==> config.mk <==
export PLATFORM = sky130hd
export DESIGN_NAME = uart_rx_cmd_demux
export DESIGN_NICKNAME = d
export VERILOG_FILES = /design/src/rtl/uart_rx_cmd_demux.sv
export SDC_FILE = /design/constraint.sdc
export NUM_CORES = 1
export LEC_CHECK = 0
export ABC_AREA = 1
export BUFFER_PORTS_ARGS = -buffer_cell sky130_fd_sc_hd__buf_2
export CAP_MARGIN = 20
export CORE_MARGIN = 3
export CORE_UTILIZATION = 45
export DETAILED_ROUTE_END_ITERATION = 7
export SYNTH_ARGS = -nofsm -noshare
export SYNTH_HDL_FRONTEND = slang
export SYNTH_SLANG_ARGS = --single-unit
==> constraint.sdc <==
create_clock -name clk -period 2.35 [get_ports clk]
set_input_delay 0.1175 -clock clk [delete_from_list [all_inputs] [get_ports clk]]
set_output_delay 0.1175 -clock clk [all_outputs]
set_load 0.1 [all_outputs]
==> src/rtl/uart_rx_cmd_demux.sv <==
// -----------------------------------------------------------------------------
// uart_rx_cmd_demux
//
// Parses host command frames arriving byte by byte from a UART receiver:
//   SYNC, OPCODE, LEN, LEN payload bytes, [CHK]
// The payload is stored in a small buffer. One complete command is then held
// for either master control (opcode[7]=0) or the correlator path
// (opcode[7]=1) until the consumer acknowledges it.
//
// Build option:
//   UART_RX_CHECKSUM_EN  defined   -> frame carries a trailing CHK byte, the
//                                     XOR of OPCODE, LEN and all payload bytes.
//                        undefined -> no CHK byte; the command is presented
//                                     right after the last LEN/payload byte.
//
// Ports:
//   clk             system clock
//   rst             synchronous active-high reset
//   RxD_data_ready  1-cycle strobe, RxD_data valid
//   RxD_data        received byte
//   cmd_valid       complete command held until cmd_ack
//   cmd_ack         consumer accepts the command (used only while cmd_valid)
//   cmd_dst         0 = master control, 1 = correlator
//   cmd_opcode      opcode of the held command
//   cmd_len         payload length of the held command
//   pl_rd_addr      payload buffer read address
//   pl_rd_data      buffer[pl_rd_addr], combinational read
//   frame_err       1-cycle pulse: bad LEN, bad CHK or inter-byte timeout
//   overrun         1-cycle pulse: byte arrived while a command was pending
// -----------------------------------------------------------------------------
module uart_rx_cmd_demux #(
  parameter logic [7:0] SYNC_BYTE   = 8'hA5,
  parameter int         MAX_PAYLOAD = 16,
  parameter int         AW          = 4,
  parameter int         TIMEOUT     = 50000,
  parameter int         TO_W        = 16
) (
  input  logic          clk,
  input  logic          rst,
  input  logic          RxD_data_ready,
  input  logic [7:0]    RxD_data,
  output logic          cmd_valid,
  input  logic          cmd_ack,
  output logic          cmd_dst,
  output logic [7:0]    cmd_opcode,
  output logic [AW:0]   cmd_len,
  input  logic [AW-1:0] pl_rd_addr,
  output logic [7:0]    pl_rd_data,
  output logic          frame_err,
  output logic          overrun
);

  typedef enum logic [2:0] {
    S_IDLE,
    S_OPC,
    S_LEN,
    S_PAY,
    S_CHK,
    S_HOLD
  } state_t;

  localparam logic [7:0]      MAX_LEN = 8'(MAX_PAYLOAD);
  localparam logic [TO_W-1:0] TO_LAST = TO_W'(TIMEOUT - 1);

  // Where the frame goes after the last LEN/payload byte. Without a checksum
  // the command is complete at that point, so cmd_valid rises right away.
`ifdef UART_RX_CHECKSUM_EN
  localparam state_t S_AFTER_PAY  = S_CHK;
  localparam logic   HOLD_ON_LAST = 1'b0;
`else
  localparam state_t S_AFTER_PAY  = S_HOLD;
  localparam logic   HOLD_ON_LAST = 1'b1;
`endif

  state_t          state_q;
  logic            cmd_valid_q;
  logic            cmd_dst_q;
  logic [7:0]      cmd_opcode_q;
  logic [AW:0]     cmd_len_q;
  logic [AW:0]     wr_ptr_q;
  logic [AW:0]     wr_ptr_d;
  logic [TO_W-1:0] to_cnt_q;
  logic            frame_err_q;
  logic            overrun_q;
`ifdef UART_RX_CHECKSUM_EN
  logic [7:0]      chk_q;
`endif

  logic [7:0] buf_mem [2**AW];

  logic in_frame;
  logic to_expired;
  logic buf_we;

  // NOTE: every always_comb output gets a default first so no latch is inferred.
  always_comb begin
    in_frame   = 1'b0;
    to_expired = 1'b0;
    buf_we     = 1'b0;
    wr_ptr_d   = wr_ptr_q + 1'b1;
    in_frame   = state_q inside {S_OPC, S_LEN, S_PAY, S_CHK};
    // A strobe in the same cycle wins over the timeout.
    to_expired = in_frame && !RxD_data_ready && (to_cnt_q == TO_LAST);
    buf_we     = (state_q == S_PAY) && RxD_data_ready;
  end

  // NOTE: sequential state uses non-blocking assignments only, so every
  // register samples the pre-edge values of the others.
  always_ff @(posedge clk) begin
    if (rst) begin
      state_q      <= S_IDLE;
      cmd_valid_q  <= 1'b0;
      cmd_dst_q    <= 1'b0;
      cmd_opcode_q <= 8'h00;
      cmd_len_q    <= '0;
      wr_ptr_q     <= '0;
      to_cnt_q     <= '0;
      frame_err_q  <= 1'b0;
      overrun_q    <= 1'b0;
`ifdef UART_RX_CHECKSUM_EN
      chk_q        <= 8'h00;
`endif
    end else begin
      frame_err_q <= 1'b0;
      overrun_q   <= 1'b0;

      // Inter-byte watchdog: runs only while a frame is being received.
      if (in_frame && !RxD_data_ready && !to_expired) begin
        to_cnt_q <= to_cnt_q + 1'b1;
      end else begin
        to_cnt_q <= '0;
      end

      if (to_expired) begin
        frame_err_q <= 1'b1;
        state_q     <= S_IDLE;
      end else begin
        unique case (state_q)
          S_IDLE: begin
            if (RxD_data_ready && RxD_data == SYNC_BYTE) begin
              state_q <= S_OPC;
            end
          end

          S_OPC: begin
            if (RxD_data_ready) begin
              cmd_opcode_q <= RxD_data;
              cmd_dst_q    <= RxD_data[7];
`ifdef UART_RX_CHECKSUM_EN
              chk_q        <= RxD_data;
`endif
              state_q      <= S_LEN;
            end
          end

          S_LEN: begin
            if (RxD_data_ready) begin
              if (RxD_data > MAX_LEN) begin
                frame_err_q <= 1'b1;
                state_q     <= S_IDLE;
              end else begin
                cmd_len_q <= RxD_data[AW:0];
                wr_ptr_q  <= '0;
`ifdef UART_RX_CHECKSUM_EN
                chk_q     <= chk_q ^ RxD_data;
`endif
                if (RxD_data == 8'h00) begin
                  cmd_valid_q <= HOLD_ON_LAST;
                  state_q     <= S_AFTER_PAY;
                end else begin
                  state_q <= S_PAY;
                end
              end
            end
          end

          S_PAY: begin
            if (RxD_data_ready) begin
              wr_ptr_q <= wr_ptr_d;
`ifdef UART_RX_CHECKSUM_EN
              chk_q    <= chk_q ^ RxD_data;
`endif
              if (wr_ptr_d == cmd_len_q) begin
                cmd_valid_q <= HOLD_ON_LAST;
                state_q     <= S_AFTER_PAY;
              end
            end
          end

`ifdef UART_RX_CHECKSUM_EN
          S_CHK: begin
            if (RxD_data_ready) begin
              if (RxD_data == chk_q) begin
                cmd_valid_q <= 1'b1;
                state_q     <= S_HOLD;
              end else begin
                frame_err_q <= 1'b1;
                state_q     <= S_IDLE;
              end
            end
          end
`endif

          S_HOLD: begin
            // Bytes arriving while a command is pending are dropped, even in
            // the ack cycle, so such a byte can never start a new frame.
            if (RxD_data_ready) begin
              overrun_q <= 1'b1;
            end
            if (cmd_ack) begin
              cmd_valid_q <= 1'b0;
              state_q     <= S_IDLE;
            end
          end

          default: state_q <= S_IDLE;
        endcase
      end
    end
  end

  // NOTE: the payload buffer has no reset; its contents are only meaningful
  // for the first cmd_len entries of a held command.
  always_ff @(posedge clk) begin
    if (buf_we) begin
      buf_mem[wr_ptr_q[AW-1:0]] <= RxD_data;
    end
  end

  assign pl_rd_data = buf_mem[pl_rd_addr];
  assign cmd_valid  = cmd_valid_q;
  assign cmd_dst    = cmd_dst_q;
  assign cmd_opcode = cmd_opcode_q;
  assign cmd_len    = cmd_len_q;
  assign frame_err  = frame_err_q;
  assign overrun    = overrun_q;

endmodule

## Yosys cells after proc, flatten, opt, wreduce, memory -nomap -nowiden

Memory sizes are Yosys's and may differ from the RTL's.
Index checks and enable logic that the tools add are counted.
W data, S select, Z words.

- Flip-flop bits (word level): 41
- RAM bits: 128
- Bits of input ports: 16
- Output and inout port bits: 25
- Logic and storage cells: 80
- Memories kept: 1

- Add/sub/neg operators: 2
- Magnitude comparators: 1
- Equality and inequality tests: 16
- Multiplexer cells: 27
- Bitwise operators: 4
- Reductions and logical operators: 20

Memory list:

| name | words | width | read ports | clocked after memory_dff | wr ports | RTL line | text |
|---|---|---|---|---|---|---|---|
| buf_mem | 16 | 8 | 1 | 0 | 1 | 89 | `logic [7:0] buf_mem [2**AW];` |

Operators by type and width:

| kind | count |
|---|---|
| $mux W3 | 8 |
| $add A16 B1 Y16 const B | 1 |
| $eq A16 B16 Y1 const B | 1 |
| $mux W5 | 3 |
| $pmux W3 S5 | 1 |
| $mux W1 | 13 |
| $ne A2 B2 Y1 const B | 6 |
| $pmux W5 S2 | 1 |
| $eq A8 B8 Y1 const B | 1 |
| $gt A8 B5 Y1 const B | 1 |
| $logic_not A8 Y1 | 1 |
| $reduce_and A8 Y1 | 1 |
| $eq A3 B2 Y1 const B | 2 |
| $eq A3 B3 Y1 const B | 2 |
| $reduce_and A6 Y1 | 1 |
| $add A5 B1 Y5 const B | 1 |
| $eq A5 B5 Y1 | 1 |
| $logic_and A1 B1 Y1 | 5 |
| $reduce_and A5 Y1 | 1 |
| $ne A2 B1 Y1 const B | 2 |
| $not A1 Y1 | 4 |
| $reduce_and A4 Y1 | 1 |
| $reduce_bool A4 Y1 | 1 |
| $reduce_or A2 Y1 | 2 |
| 8 further kinds | 9 |

## Depth between registers and ports, before layout

Gate-level depths: netlist (run 1).

- Word-level depth: 8
- Depth in mapped cells: 14
- Gate-level depth less buffers: 14

## Worst setup path after synthesis (run 1)

Ideal clock, no wire load.

- Path type: register -> register
- From: reg state_q[1]
- To: mem buf_mem[11][0], enable pin
- Library setup time: 383 ps
- Arrival: 1575 ps
- Required time: 1967 ps
- Setup slack: 392 ps
- Cell stages (with the launch flop): 9
- Path buffers: 0
- Period minus slack after synthesis: 1958 ps
- Cell sequence: dfxtp_1 inv_2 nor2_1 inv_2 nor2_4 inv_2 nor2_2 inv_2 nor3_1

- Word-level cells in the longest chain between the ends: 4

Ends and longest elaborated chain:

| item | RTL line | text |
|---|---|---|
| from (decl) | 75 | `state_t state_q;` |
| from (signal assigned) | 111 | `state_q <= S_IDLE;` |
| from (signal assigned) | 136 | `state_q <= S_IDLE;` |
| from (signal assigned) | 141 | `state_q <= S_OPC;` |
| $eq A3 B2 Y1 | 104 | `buf_we = (state_q == S_PAY) && RxD_data_ready;` |
| $logic_and A1 B1 Y1 | 104 |  |
| $mux W1 | 225 | `if (buf_we) begin` |
| $mux W1 (not written as such) | 226 | `buf_mem[wr_ptr_q[AW-1:0]] <= RxD_data;` |
| to (decl) | 89 |  |

No other way between the ends.

## Worst setup path after layout (run 1)

- From: mem buf_mem[9][5]
- To: out pl_rd_data[5]

- Word-level cells in the longest chain between the ends: 1

Ends and longest elaborated chain:

| item | RTL line | text |
|---|---|---|
| $mem_v2 Z16 W8 | -- |  |
| to (decl) | 48 | `output logic [7:0] pl_rd_data,` |

No other way between the ends.

==> results of run 1 <==
[through the flow]
step	instance area, µm²	power, µW
3_3_place_gp	8000	4490
3_5_place_dp	8000	4500
4_1_cts	8610	7270
6_report	8610	7220
2_1_floorplan	7330	4220
5_1_grt	8610	7520
[layout by cell type, fill, tap and decap left out, drive strengths merged, types with 14 or more instances in the layout]
master    n
nor2     52
mux2i    32
a21oi    58
edfxtp  128
nand3    25
clkbuf   19
buf      70
nor3     14
dfxtp    40
nand2    66
o21ai    54
o211ai   32
inv      88
[per-layer routing]
layer  share of wire [%]  GRT usage (%)
met1                  45           24.4
met2                  49           31.3
met3                 4.2           4.53
met4                 2.0           6.63
met5                   0              0
[kinds of logic (layout without fill, tap and decap cells)]
kind of cell | count (synthesis) | count (layout) | synth area share (%)
buffers and inverters | 115 | 192 | 6.56
AO/OA/AOI/OAI | 155 | 155 | 12.2
multiplexers | 32 | 32 | 4.37
AND/OR/NAND/NOR | 176 | 176 | 12.4
flip-flops | 168 | 168 | 63.4
XOR/XNOR | 2 | 2 | 0.239
adder cells (fa/ha/maj) | 5 | 5 | 0.854
[sequential cells by signal (all words and copies together), names as in the netlist]
name / cells
buf_mem: 128
to_cnt_q: 16
cmd_opcode: 7
cmd_len: 5
wr_ptr_q: 5
state_q: 3
cmd_dst: 1
cmd_valid: 1
frame_err: 1
overrun: 1
[final timing paths]
| check | start | end | slack [ns] |
|---|---|---|---|
| max | buf_mem[9][5]$_DFFE_PP_ | pl_rd_data[5] | 0.45 |
| min reg2reg | to_cnt_q[0]$_SDFF_PP0_ | to_cnt_q[0]$_SDFF_PP0_ | 0.48 |
| min | RxD_data[1] | cmd_opcode[1]$_SDFFE_PP0P_ | 0.04 |
| max reg2reg | wr_ptr_q[0]$_SDFFE_PP0P_ | state_q[2]$_SDFFE_PP0P_ | 0.49 |
[power by group through the flow]
stage	sequential, µW	combinational, µW	clock (µW)
finish	3310	1130	2780
global route	3320	1220	2980
CTS	3310	1130	2830
detailed placement	3370	1120	0
global placement	3370	1120	0
floorplan	3560	663	0
[tightest hold or removal path, stage by stage]
cell and delay [ns]:
buf_2 0.15, inv_1 0.09, a21oi_1 0.06
[area by class of cell]
class	count	area, µm²	share of cell area (%)
inverter	88	333	3.87
sequential	168	4640	54.0
tap	216	270	3.14
timing repair buffer	72	568	6.60
clock inverter	13	155	1.80
clock buffer	19	433	5.03
multi-input combinational	370	2200	25.6
[what timing repair did]
| item | CTS | global route |
|---|---|---|
| buffers inserted | 0 | 0 |
| hold buffers | 2 | 0 |
| endpoints found under the hold margin | 5 | 0 |
==> metrics, run 1 <==
master of the slowest instance on the critical path edfxtp_1; P_int approximately 5200 µW; Die Y-Extent 134 µm; TritonCTS clock tree yes; detail-routed net length per standard cell around 17 µm; post-placement setup slack 0.484 ns; core utilization of the finished layout 54.2%; post-cts gate resize count 0; sequential fraction of design power 45.9%; timing-limited maximum frequency roughly 530 MHz; wire length of the first global-routing pass 25800 µm; clock slew at the register clock pins of the worst setup and hold paths roughly 0.06 ns; Combinational Power Share 15.6%; biggest area contributors in the synthesized netlist edfxtp_1 52%, dfxtp_1 11%, mux2i_1 4.4%, a21oi_1 3.9%, inv_1 3.6%; global route overflow 0; share of synthesized registers carrying an async set or reset 0%; count of flip-flops with a built-in enable after synthesis 128; routability cong. approximately 0.88; via count between 4000 and 5000; Pwr per Cell Area ~840 mW/mm²; detailed-router iteration count before antenna repair 5; count of antenna-violating nets left after detailed routing 0; Yosys warning total 0; Synth Register Bits 168; WS Path Type reg -> out; x dimension of the die 134 µm; clk root buf clkbuf_16; clock share of power between 30% and 40%; number of nets in the synthesized netlist 674; Worst Hold Path Cells 3; post-synthesis sequential area ratio between 60% and 70%; dominant cell type by count on the critical path o21ai_0; Tot GR Track Use between 10% and 20%; quantity of I/O buffers inserted on ports 40; final setup margin 0.448 ns; site row count between 40 and 50; filler cell count about 1400; most instantiated library cell after synthesis edfxtp_1; Critical path buffers and inverters 2; Worst setup SP type register; worst reg2reg path depth 14; leakage component of the power around 0.0033 µW; gate family responsible for the most delay along the worst path compound AO/OA/AOI/OAI gates; Hold/Removal Path Class in -> reg; Clock Skews 0.0102 ns; antenna violations before repair 0; CP required 2.23 ns; cell depth of the worst setup path 7; number of failing hold endpoints at the final stage 0; hold slack final roughly 0.044 ns; crit-path max FO 1; Vias/cell about 5.2; setup repair after global routing missed its margin false; worst stage delay on the critical path between 0.3 and 0.4 ns; Setup-failing EPs final 0; number of pins exceeding their max-slew limit in the final report 0; TritonCTS Buffers 17; Post-synth top cells 128 x edfxtp_1, 70 x inv_1, 57 x a21oi_1, 57 x nand2_1, 51 x o21ai_0; kind of end point of the critical path primary output; count of cell types in the netlist between 40 and 50; Floorplan Core Area 0.0159 mm²; setup total negative slack 0 ns; VDD IR-drop max 521 µV; antenna diode count 0; clock period minus worst slack ~1.9 ns; Residual DRC 0; clock latency on the worst-skew pair 0.43 ns; net switching fraction of the power around 28%; slew of the pin with the lowest slew margin 0.661 ns; # clock sinks 168; reported net switching power 2000 µW; Area Overhead vs Synth 17.4%; Syn Inst Count around 650; pin count of the biggest net entering global routing 42; Worst slew margin 55.9%; Max Root-Sink Buffers 2; initial cell density of the core 46.1%; post-DP HPWL around 11000 µm; Die Footprint between 0.015 and 0.02 mm²; Post-Layout Cell Count between 900 and 1000; outcome finished clean; final worst path period share 80.9%; total standard cell area after synthesis ~0.0073 mm²; initial drt markers between 300 and 400; IO Pins 41; total number of H-tree levels 4; number of global-route vias before repair around 4800; area share of the largest cell type after synthesis between 50% and 60%; data arrival at the endpoint of the critical path 1.78 ns; post-synthesis area per instance between 10 and 15 µm²; dominant cell type by area after synthesis edfxtp_1; leading register cell type out of synthesis edfxtp_1; proportion of layout cells with a drive suffix above 1 about a fifth; total routed wirelength ~16000 µm; critical path, cell by cell inv_1, a21oi_1, o21ai_0, o21ai_0, o211ai_1, nand2_1, buf_12; number of max-capacitance violations reported 0; number of instances in the placed design ~910; Post-layout nets between 700 and 800
No activity file was read; power rests on OpenSTA's default activity.
==> run 2, diff against run 1 <==
==> constraint.sdc (replaced) <==
create_clock -name clk -period 1.76 [get_ports clk]
set_input_delay 0.088 -clock clk [delete_from_list [all_inputs] [get_ports clk]]
set_output_delay 0.088 -clock clk [all_outputs]
set_load 0.1 [all_outputs]
==> run 2 against run 1 <==
Against the previous run: register-to-register slack worse by 0.41 ns; sequential share of layout area fell by 1.9 points; clock skew is 0.0018 ns lower; combinational power increased by 53%; power grew 37%; largest power group unchanged; worst setup slack worse by 0.44 ns; clock-buffer cell count down 2; routed wire length rose by 4.4%; critical path depth unchanged.
==> metrics, run 2 (synthesis results as in run 1) <==
clock slew at the register clock pins of the worst setup and hold paths 0.06 ns (about the same); final worst path period share roughly 100%; number of global-route vias before repair 5097 (+5.6%); Residual DRC 0 (unchanged); max reg flops 128 (unchanged); initial cell density of the core 46.1% (unchanged); Clock Skews 0.00839 ns (-0.00179 ns); data arrival at the endpoint of the critical path 1.67 ns (-0.11 ns); number of pins exceeding their max-slew limit in the final report 0 (unchanged); number of failing hold endpoints at the final stage 0 (unchanged); Hold/Removal Path Class in -> reg; Post-layout nets 759 (+2.8%); sequential fraction of design power 44.6% (-1.3 points); via count 5105 (+4.4%); most common cell after layout, fill and taps aside edfxtp_1; reported net switching power 2780 µW (+39%); most frequent cells in the layout 128 x edfxtp_1, 66 x inv_1, 51 x a21oi_1; gate family responsible for the most delay along the worst path compound AO/OA/AOI/OAI gates; filler cell count 1371 (-0.72%); critical path, cell by cell inv_1, a21oi_1, o21ai_1, o211ai_1, o211ai_1, nand2_1, buf_12; Setup-failing EPs final 0 (unchanged); crit-path max FO 1 (unchanged); clock latency on the worst-skew pair 0.42 ns (about the same); clock period minus worst slack between 1.5 and 2 ns; P_int 7120 µW (+36%); core utilization of the finished layout 56.3% (+2.1 points); # clock sinks 168 (unchanged); pin count of the biggest net entering global routing 33 (-21%); Area Overhead vs Synth 22.0%; Pwr per Cell Area 1110 mW/mm² (+32%); clock share of power 37.9% (-0.6 points); Combinational Power Share 17.5% (+1.9 points); total routed wirelength 16800 µm (+4.4%); post-placement setup slack -0.00385 ns (-0.488 ns); VDD IR-drop max 708 µV (+36%); net switching fraction of the power 28.1% (+0.41 points); master of the slowest instance on the critical path edfxtp_1; proportion of layout cells with a drive suffix above 1 28.4% (+7.4 points); dominant cell type by count on the critical path o211ai_1; CP required 1.67 ns (-0.56 ns); Die Footprint 0.0179 mm² (unchanged); antenna violations before repair 1 (+1); Critical path buffers and inverters 2 (unchanged); slew of the pin with the lowest slew margin 0.519 ns (-0.142 ns); x dimension of the die 134 µm (unchanged); IO Pins 41 (unchanged); kind of end point of the critical path primary output; antenna diode count 0 (unchanged); WS Path Type reg -> out; detail-routed net length per standard cell 17.4 µm (+2.3%); outcome finished clean; Max Root-Sink Buffers 2 (unchanged); Post-Layout Cell Count 966 (+2.1%); Die Y-Extent 134 µm (unchanged); Floorplan Core Area 0.0159 mm² (unchanged); wire length of the first global-routing pass 26300 µm (+2.1%); leakage component of the power 0.00338 µW (+3.9%); number of instances in the placed design 925 (+1.4%); post-DP HPWL 11600 µm (+2.7%); routability cong. 0.880 (about the same); Worst setup SP type register; total number of H-tree levels 4 (unchanged); TritonCTS clock tree yes; number of max-capacitance violations reported 0 (unchanged); detailed-router iteration count before antenna repair 8 (+3); count of antenna-violating nets left after detailed routing 0 (unchanged); setup repair after global routing missed its margin true; site row count 46 (unchanged); global route overflow 0 (unchanged); Vias/cell 5.28 (+2.3%); initial drt markers 361 (+7.8%); clk root buf clkbuf_16; timing-limited maximum frequency roughly 570 MHz; quantity of I/O buffers inserted on ports 40 (unchanged); TritonCTS Buffers 17 (unchanged); Tot GR Track Use 19.3% (+0.45 points); final setup margin 0.00479 ns (-0.443 ns); hold slack final 0.0259 ns (-0.0182 ns); Worst slew margin 65.4% (+9.5 points); worst stage delay on the critical path 0.32 ns (-0.04 ns)
==> run 2: final cells by class <==
cell class	count	area [µm²]	area share, %
inverter	88	333	3.72
clock inverter	14	171	1.92
timing repair buffer	92	762	8.52
multi-input combinational	371	2330	26.0
clock buffer	17	425	4.76
tap	216	270	3.02
sequential	168	4650	52.0
==> run 2: per-layer routing <==
layer | vias up | GRT usage, % | wire [µm]
li1 | 2474 | - | -
met1 | 2461 | 24.7 | 7230
met2 | 147 | 32.6 | 8490
met3 | 23 | 4.15 | 803
met4 | 0 | 7.14 | 287
met5 | - | 0 | 0
==> run 2: worst reg2reg max path, cell delays in order (launching register included) <==
cell	delay (ns)
dfxtp_2	0.36
inv_2	0.06
ha_4	0.27
inv_2	0.03
nand2_1	0.04
nand2_1	0.05
nor2_1	0.08
nand3_1	0.07
nor2_1	0.10
nand3_1	0.09
nand2_2	0.16
nand3_4	0.11
nand2_1	0.09
inv_1	0.04
nor2_1	0.07
==> run 2: path summary, 6_finish.rpt <==
| kind | to | cells past startpoint | slack, ns | start |
|---|---|---|---|---|
| worst min-delay path | buf_mem[10][3]$_DFFE_PP_ | 1 | 0.03 | RxD_data[3] |
| worst max-delay path | pl_rd_data[0] | 7 | 0.005 | buf_mem[9][0]$_DFFE_PP_ |
| worst max register to register | state_q[0]$_SDFFE_PP0P_ | 14 | 0.08 | wr_ptr_q[0]$_SDFFE_PP0P_ |
| worst min register to register | to_cnt_q[0]$_SDFF_PP0_ | 1 | 0.42 | to_cnt_q[0]$_SDFF_PP0_ |
==> run 2: power by group through the flow <==
stage,sequential (µW),combinational [µW],clock [µW]
final,4410,1730,3750
after global routing,4420,1870,4000
after CTS,4400,1610,3830
after detailed placement,4490,1600,0
after global placement,4490,1580,0
after floorplan,4750,886,0
==> run 2: what timing repair did <==
action                                  in CTS  in global routing
endpoints found under the setup margin      22                149
hold buffers                                 3                  0
resized for setup                            5                 48
cloned                                       0                  1
setup buffers                                0                  6
hold endpoints to repair                     9                  0
pin swaps                                    2                 30
==> run 2: per-stage QoR <==
step / instance area [µm²] / TNS (ns) / total power (µW)
after floorplan: 7340 / -7.21 / 5640
after global placement: 8150 / 0 / 6060
after detailed placement: 8150 / -0.0288 / 6080
after CTS: 8780 / -0.192 / 9840
after global routing: 8940 / -1.18 / 10300
final: 8940 / 0 / 9890
